--- src/rtl/music_sequencer_pkg.sv ---
// music_sequencer_pkg: shared note codes and sequencer state encoding
package music_sequencer_pkg;
    typedef enum logic [1:0] {IDLE, RUN, LAST} state_t;
    localparam int NOTE_REST = 0;
    localparam int NOTE_HOLD = 1;
endpackage

--- src/rtl/music_sequencer_if.sv ---
// music_sequencer_if: control, ROM and voice output bundle of the sequencer
interface music_sequencer_if #(
    parameter int VOICES = 2,
    parameter int NOTE_W = 7,
    parameter int ADDR_W = 10
);
    logic                       sample_en;
    logic                       play;
    logic                       stop;
    logic                       pause;
    logic                       loop_en;
    logic [ADDR_W-1:0]          rom_addr;
    logic [VOICES*NOTE_W-1:0]   rom_data;
    logic [VOICES*NOTE_W-1:0]   note;
    logic [VOICES-1:0]          rest;
    logic                       busy;
    logic                       done;
    modport master (output sample_en, play, stop, pause, loop_en, rom_data,
                    input rom_addr, note, rest, busy, done);
    modport slave (input sample_en, play, stop, pause, loop_en, rom_data,
                   output rom_addr, note, rest, busy, done);
endinterface

--- src/rtl/music_sequencer_step_timer.sv ---
// step_timer: per-step sample counter emitting articulate/load/end strobes
module step_timer #(
    parameter int BEAT = 5538,
    parameter int GAP  = 960
) (
    input  logic sys_clk,
    input  logic sys_rst,
    input  logic sample_en,
    input  logic run,
    input  logic clr,
    output logic artic,
    output logic load,
    output logic step_end
);
    localparam int CW = $clog2(BEAT);
    logic [CW-1:0] cnt;
    logic          tick;
    assign tick     = run && sample_en;
    assign artic    = tick && cnt == '0;
    assign load     = tick && cnt == CW'(GAP);
    assign step_end = tick && cnt == CW'(BEAT - 1);
    always_ff @(posedge sys_clk)
        if (sys_rst || clr) cnt <= '0;
        else if (tick) cnt <= step_end ? '0 : cnt + 1'b1;
endmodule

--- src/rtl/music_sequencer.sv ---
// music_sequencer: N-voice ROM score player with play/stop/pause, loop and articulation gap
module music_sequencer
    import music_sequencer_pkg::*;
#(
    parameter int VOICES  = 2,
    parameter int NOTE_W  = 7,
    parameter int ADDR_W  = 10,
    parameter int ROM_LEN = 432,
    parameter int BEAT    = 5538,
    parameter int GAP     = 960
) (
    input logic sys_clk,
    input logic sys_rst,
    music_sequencer_if.slave bus
);
    if (BEAT < 4 || GAP < 1 || GAP > BEAT - 2) begin : g_bad_timing
        $error("music_sequencer: need BEAT >= 4 and 1 <= GAP <= BEAT-2");
    end
    state_t state, state_nxt;
    logic   artic, load, step_end, run, last_addr, idle_nxt, clear, done_nxt;
    assign run       = state != IDLE && !bus.pause;
    assign last_addr = bus.rom_addr == ADDR_W'(ROM_LEN - 1);
    assign clear     = sys_rst || idle_nxt;
    step_timer #(.BEAT(BEAT), .GAP(GAP)) u_timer (
        .sys_clk   (sys_clk),
        .sys_rst   (sys_rst),
        .sample_en (bus.sample_en),
        .run       (run),
        .clr       (state == IDLE || bus.stop),
        .artic     (artic),
        .load      (load),
        .step_end  (step_end)
    );
    always_ff @(posedge sys_clk)
        state <= sys_rst ? IDLE : state_nxt;
    always_comb
        state_nxt = bus.stop                                            ? IDLE :
                    (state == IDLE && bus.play)                         ? RUN  :
                    (state == RUN && load && last_addr && !bus.loop_en) ? LAST :
                    (state == LAST && step_end)                         ? IDLE : state;
    always_comb begin
        idle_nxt = state_nxt == IDLE;
        done_nxt = state == LAST && step_end && !bus.stop;
    end
    always_ff @(posedge sys_clk) begin
        bus.busy <= !clear;
        bus.done <= !sys_rst && done_nxt;
    end
    always_ff @(posedge sys_clk)
        if (clear) bus.rom_addr <= '0;
        else if (load) bus.rom_addr <= (last_addr && bus.loop_en) ? '0 : bus.rom_addr + 1'b1;
    for (genvar v = 0; v < VOICES; v++) begin : g_voice
        logic [NOTE_W-1:0] code, note_r;
        logic              hold, mute, mute_nxt, rest_r;
        assign code = bus.rom_data[v*NOTE_W +: NOTE_W];
        assign hold = code == NOTE_W'(NOTE_HOLD);
        assign bus.note[v*NOTE_W +: NOTE_W] = note_r;
        assign bus.rest[v] = rest_r;
        // articulation mutes every re-struck voice; the load then unmutes unless it is a rest
        always_comb
            mute_nxt = (artic && !hold) ? 1'b1 :
                       (load && !hold)  ? code == NOTE_W'(NOTE_REST) : mute;
        always_ff @(posedge sys_clk) begin
            note_r <= clear ? '0 : (load && !hold) ? code : note_r;
            mute   <= clear || mute_nxt;
            rest_r <= clear || mute_nxt || bus.pause;
        end
    end
endmodule

--- src/flat_wrapper.sv ---
// flat-port wrapper written by rule: the top's interface ports become plain ports
module music_sequencer_flat import music_sequencer_pkg::*;
#(
    parameter int VOICES  = 2,
    parameter int NOTE_W  = 7,
    parameter int ADDR_W  = 10,
    parameter int ROM_LEN = 432,
    parameter int BEAT    = 5538,
    parameter int GAP     = 960
)
  (sys_clk, sys_rst, bus_sample_en, bus_play, bus_stop, bus_pause, bus_loop_en, bus_rom_data, bus_rom_addr, bus_note, bus_rest, bus_busy, bus_done);
  music_sequencer_if #(.VOICES(VOICES), .NOTE_W(NOTE_W), .ADDR_W(ADDR_W)) bus_i ();
  input logic sys_clk;
  input logic sys_rst;
  input wire logic [$bits(bus_i.sample_en)-1:0] bus_sample_en;
  input wire logic [$bits(bus_i.play)-1:0] bus_play;
  input wire logic [$bits(bus_i.stop)-1:0] bus_stop;
  input wire logic [$bits(bus_i.pause)-1:0] bus_pause;
  input wire logic [$bits(bus_i.loop_en)-1:0] bus_loop_en;
  input wire logic [$bits(bus_i.rom_data)-1:0] bus_rom_data;
  output wire logic [$bits(bus_i.rom_addr)-1:0] bus_rom_addr;
  output wire logic [$bits(bus_i.note)-1:0] bus_note;
  output wire logic [$bits(bus_i.rest)-1:0] bus_rest;
  output wire logic [$bits(bus_i.busy)-1:0] bus_busy;
  output wire logic [$bits(bus_i.done)-1:0] bus_done;
  assign bus_i.sample_en = bus_sample_en;
  assign bus_i.play = bus_play;
  assign bus_i.stop = bus_stop;
  assign bus_i.pause = bus_pause;
  assign bus_i.loop_en = bus_loop_en;
  assign bus_i.rom_data = bus_rom_data;
  assign bus_rom_addr = bus_i.rom_addr;
  assign bus_note = bus_i.note;
  assign bus_rest = bus_i.rest;
  assign bus_busy = bus_i.busy;
  assign bus_done = bus_i.done;
  music_sequencer #(.VOICES(VOICES), .NOTE_W(NOTE_W), .ADDR_W(ADDR_W), .ROM_LEN(ROM_LEN), .BEAT(BEAT), .GAP(GAP)) u_core (.sys_clk(sys_clk), .sys_rst(sys_rst), .bus(bus_i));
endmodule
--- config.mk ---
export PLATFORM = sky130hd
export DESIGN_NAME = music_sequencer_flat
export DESIGN_NICKNAME = d
export VERILOG_FILES = /design/src/rtl/music_sequencer_pkg.sv /design/src/rtl/music_sequencer_if.sv /design/src/rtl/music_sequencer_step_timer.sv /design/src/rtl/music_sequencer.sv /design/src/flat_wrapper.sv
export SDC_FILE = /design/constraint.sdc
export NUM_CORES = 1
export LEC_CHECK = 0
export CAP_MARGIN = 10
export CORE_UTILIZATION = 54
export CTS_CLUSTER_SIZE = 16
export DETAILED_ROUTE_END_ITERATION = 10
export GPL_TIMING_DRIVEN = 0
export PLACE_DENSITY = 0.85
export SETUP_SLACK_MARGIN = 0.2
export SLEW_MARGIN = 10
export SYNTH_ARGS = -nofsm -noshare
export SYNTH_HDL_FRONTEND = slang
export SYNTH_SLANG_ARGS = --single-unit
--- constraint.sdc ---
create_clock -name sys_clk -period 4.4 [get_ports sys_clk]
set_input_delay 0.66 -clock sys_clk [delete_from_list [all_inputs] [get_ports sys_clk]]
set_output_delay 0.66 -clock sys_clk [all_outputs]
set_load 0.01 [all_outputs]
* After elaboration in Yosys (flattened, before gate mapping) *
Cells that the tools add are included.

word-level totals
  output and inout bits = 28
  register bits after elaboration = 45
  input bits = 21
  word-level logic and storage cells = 67

cells by class
  muxes and demuxes = 10
  reductions and logical operators = 37
  add/subtract/negate cells = 2
  equal/unequal tests = 7

operators by type and width
  kind                     number
  $logic_and A1 B1 Y1      17
  $eq A7 B1 Y1 const B     2
  $logic_not A7 Y1         2
  $add A13 B1 Y13 const B  1
  $eq A13 B10 Y1 const B   1
  $eq A13 B13 Y1 const B   1
  $logic_not A13 Y1        1
  $mux W13                 1
  $add A10 B1 Y10 const B  1
  $eq A10 B9 Y1 const B    1
  $mux W10                 1
  $mux W2                  4
  $logic_not A1 Y1         7
  $logic_or A1 B1 Y1       7
  $logic_not A2 Y1         2
  $mux W1                  4
  $eq A2 B1 Y1 const B     1
  $eq A2 B2 Y1 const B     1
  $reduce_bool A2 Y1       1

* Longest topological paths before layout *
  word-level depth = 14
  mapped depth = 9
  mapped depth without buffers = 8

* Hierarchy *
From an unflattened synthesis, not the netlist that was laid out.

unflattened totals
  cells, all modules = 233
  area, all modules = 2,220.9 um^2

by module, submodules not included
  module           instances  area an instance (um^2)  cells an instance  sequential area each (um^2)
  music_sequencer  1          1,493.9                  151                640.6
  step_timer       1          726.9                    82                 260.2

* Least setup slack after synthesis *
No wires, ideal clock.

  path kind = in2reg
  start = in bus_pause
  end = reg u_core.u_timer.cnt[10]
  buffers on the path = 0
  setup time = 0.128 ns
  required time = 4.272 ns
  setup slack = 2.482 ns
  cell stages on the path = 5
  arrival time = 1.790 ns
  cells stage by stage = nand2b_1 or4b_2 nor2_1 xnor2_1 nor2_1

between the ends
  cells in the longest elaborated chain, start to end = 5

ends and longest elaborated chain
  item                     line                              source
  start: declaration       flat_wrapper.sv:18                input wire logic [$bits(bus_i.pause)-1:0] bus_pause;
  $logic_not A1 Y1 (*)     music_sequencer.sv:21             assign run = state != IDLE && !bus.pause;
  $logic_and A1 B1 Y1 (*)  music_sequencer.sv:21
  $logic_and A1 B1 Y1 (*)  music_sequencer_step_timer.sv:18  assign tick = run && sample_en;
  $logic_and A1 B1 Y1      music_sequencer_step_timer.sv:21  assign step_end = tick && cnt == CW'(BEAT - 1);
  $mux W13                 music_sequencer_step_timer.sv:24  else if (tick) cnt <= step_end ? '0 : cnt + 1'b1;
  end signal: assignment   music_sequencer_step_timer.sv:24
  end: declaration         music_sequencer_step_timer.sv:16  logic [CW-1:0] cnt;

Mark *: on every way between the ends. The rest lies on a longest branch, timed or not.
A chain may end at the register's enable or synchronous reset.

* Final worst setup path *
  start = in bus_pause
  end = reg u_core.u_timer.cnt[2]

Same word-level chain as after synthesis.

==> results.sh <==
export IMPL_status="completed"
export IMPL_routed_wl_um=5130
export IMPL_clkTransAtPathRegs_ns=0.09
export IMPL_min_path_type="register to register"
export IMPL_synth_edf_count=0
export IMPL_clock_sinks=45
export IMPL_grt_usage_pct=25.0
export IMPL_syn_area_um2=2230
export IMPL_power_switching_mw=0.163
export IMPL_setup_ws_ns=1.95
export IMPL_p_clk_share_pct=41.9
export IMPL_finalSetupViolCount=0
export IMPL_n_antenna_cell=0
export IMPL_syn2layout_area_growth_pct=29.7
export IMPL_drt_iter0_drc=166
export IMPL_synth_cells=250
export IMPL_via_per_inst=5.82
export IMPL_startpoint_type="primary input"
export IMPL_async_flop_share_pct=0
export IMPL_synth_area_leaders="dfxtp_1 40%, nor2_1 5.4%, mux2i_1 4.5%"
export IMPL_min_delay_worst_endpoint="u_core.bus.done"
export IMPL_synth_top_cell_area_share_pct=40.5
export IMPL_cap_viol_max_count=0
export IMPL_timing_worst_setup_path_type="primary input to register"
export IMPL_hp_start="u_core.state[0]"
export IMPL_dr_total_vias=2059
export IMPL_final_hold_viol_count=0
export IMPL_power_density_nw_per_um2=270
export IMPL_ys_seq_area_share_pct=40.5
export IMPL_ff2ff_setup_slack_ns=2.11
export IMPL_worst_setup_path_end_kind="register"
export IMPL_ant_nets=0
export IMPL_nets=330
export IMPL_critPathRequiredTime_ns=4.57
export IMPL_dr_pass1_iters=4
export IMPL_cts_resized=0
export IMPL_post_route_period_util_pct=55.7
export IMPL_worstMarginPinSlew_ns=0.638
export IMPL_reg2reg_to="u_core.g_voice[1].note_r[1]"
export IMPL_relSlewSlack_pct=57.1
export IMPL_max_vdd_ir_drop_v=0.000178
export IMPL_ys_ff_latch=45
export IMPL_dp_slack_ns=1.66
export IMPL_p_int_mw=0.616
export IMPL_fmax_ghz=0.408
export IMPL_leakagePower_nw=1.03
export IMPL_finalNonFillerCells=354
export IMPL_rsz0062_at_grt="no"
export IMPL_synth_flop_cell="dfxtp_1"
export IMPL_drive_gt1_share_pct=9.80
export IMPL_place_inst=346
export IMPL_numCtsBuffers=5
export IMPL_layout_min_cycle_time_ns=2.45
export IMPL_grt_pass1_vias=1887
export IMPL_die_h_um=66.2
export IMPL_cts_tree="yes"
export IMPL_synthDistinctLibCells=47
export IMPL_synthesis_area_per_instance_um2=8.90
export IMPL_synth_nets=275
export IMPL_clock_path_buffers=2
export IMPL_timing_rr_start="u_core.u_timer.cnt[0]"
export IMPL_clk_latency_ns=0.30
export IMPL_wl_per_cell_um=14.5
export IMPL_gp_congestion=0.830
export IMPL_postCtsSetupBuffers=0
export IMPL_grt_max_degree=15
export IMPL_post_route_drc_count=0
export IMPL_dp_hpwl_um=3830
export IMPL_fin_skew_ns=0.00659
export IMPL_start_util_pct=58.6
export IMPL_root_buffer="clkbuf_8"
export IMPL_tns_ns=0
export IMPL_arrival_ns=2.62
export IMPL_coreArea_um2=3800
export IMPL_drv_slew=0
export IMPL_yosysMostFrequentCell="dfxtp_1"
export IMPL_swShare_pct=20.9
export IMPL_num_rows=22
export IMPL_antenna_found_initial=0
export IMPL_startpoint="bus_pause"
export IMPL_ys_warn_count=0
export IMPL_htreeDepth=2
export IMPL_power_frac_comb_pct=5.7
export IMPL_yosys_area_top_type="dfxtp_1"
export IMPL_die_w_um=66.2
export IMPL_worstRegToRegCells=8
export IMPL_ys_top_cells_by_count="45 x dfxtp_1, 32 x nor2_1, 19 x a21oi_1, 16 x nand2_1, 15 x nand3_1"
export IMPL_ctsHoldBuffers=0
export IMPL_die_area_um2=4380
export IMPL_io_pins=49
export IMPL_path_max_fanout=10
export IMPL_whs_path_depth=1
export IMPL_grt_pass1_wl_um=8380
export IMPL_grt_overflow_total=0
export IMPL_pwr_share_seq_pct=52.5
export IMPL_port_buffers=48
## metrics by stage
stage,cell area (um2),utilization (%),power (mW),hold slack [ns]
after floorplan,2230,-,0.435,0.437
after global placement,2770,72.8,0.461,0.487
after detailed placement,2770,72.8,0.462,0.468
after CTS,2890,76.0,0.782,0.496
after global routing,2890,76.0,0.803,0.537
final,2890,76.0,0.779,0.498
## cell families (layout without fill, tap and decap cells)
family	Yosys count	in the layout	synth area share, %
compound gates	49	49	15.1
xor+xnor	13	13	5.12
fa+ha+maj	4	4	2.25
buf+inv	19	75	5.68
flops	45	45	40.5
mux	10	10	4.50
simple gates	110	110	26.9
## cell type report
class                      count  area (um2)
multi-input combinational    186        1200
fill                         299         912
sequential                    45         901
timing repair buffer          48         480
buffer                        13         104
clock buffer                   6        82.6
tap                           48        60.1
clock inverter                 2        37.5
inverter                       6        22.5
## critical path, stage by stage
cell and delay, ns:
clkdlybuf4s50_1 0.46, nand2b_1 0.19, nor2_1 0.39, nand3_1 0.25, nand3_1 0.18, clkbuf_1 0.37, nor2_1 0.12
## routing by layer
| metal | routed length, um | vias up | GRT usage, % |
|---|---|---|---|
| met4 | 97 | 0 | 9.57 |
| met5 | 0 | - | 0 |
| met3 | 297 | 12 | 4.48 |
| met2 | 2380 | 70 | 40.9 |
| li1 | - | 1017 | - |
| met1 | 2360 | 960 | 32.4 |
## worst max path at each step
stage	cells after the start	slack, ns	end
floorplan	5	2.48	u_core.u_timer.cnt[10]
global placement	7	1.73	u_core.u_timer.cnt[3]
detailed placement	7	1.66	u_core.u_timer.cnt[2]
CTS	7	1.98	u_core.u_timer.cnt[2]
global route	7	1.80	u_core.u_timer.cnt[2]
finish	7	1.95	u_core.u_timer.cnt[2]
## layout by cell type, fill, tap and decap left out, drive strengths merged, types with 2 or more instances in the layout
cell type      count
nor3               7
o211ai             2
a311o              2
o21ai              7
xnor2              4
ha                 4
a22oi             10
or3                2
nand4             11
inv                6
clkbuf             8
clkdlybuf4s50     48
a21oi             21
nor2              32
mux2i             10
and3               5
nor2b              2
nand3b             2
and2               2
nand2             17
xor2               9
nand3             15
and4               5
nor4               3
o22ai              2
dfxtp             45
or4                2
buf               11
## power by group through the flow
stage	logic, mW	registers [mW]	clock network [mW]
floorplan	0.0170	0.418	0
CTS	0.0440	0.409	0.330
finish	0.0442	0.409	0.326
detailed placement	0.0435	0.418	0
global placement	0.0430	0.418	0
global route	0.0474	0.409	0.347
## flip-flops by register name, summed over array words and instances (netlist names)
signal,count
u_core.bus.rom_addr,10
u_core.g_voice.note_r,14
u_core.state,2
u_core.bus.busy,1
u_core.u_timer.cnt,13
u_core.bus.done,1
u_core.g_voice.mute,2
u_core.g_voice.rest_r,2
Power figures use the tool's default switching activity.
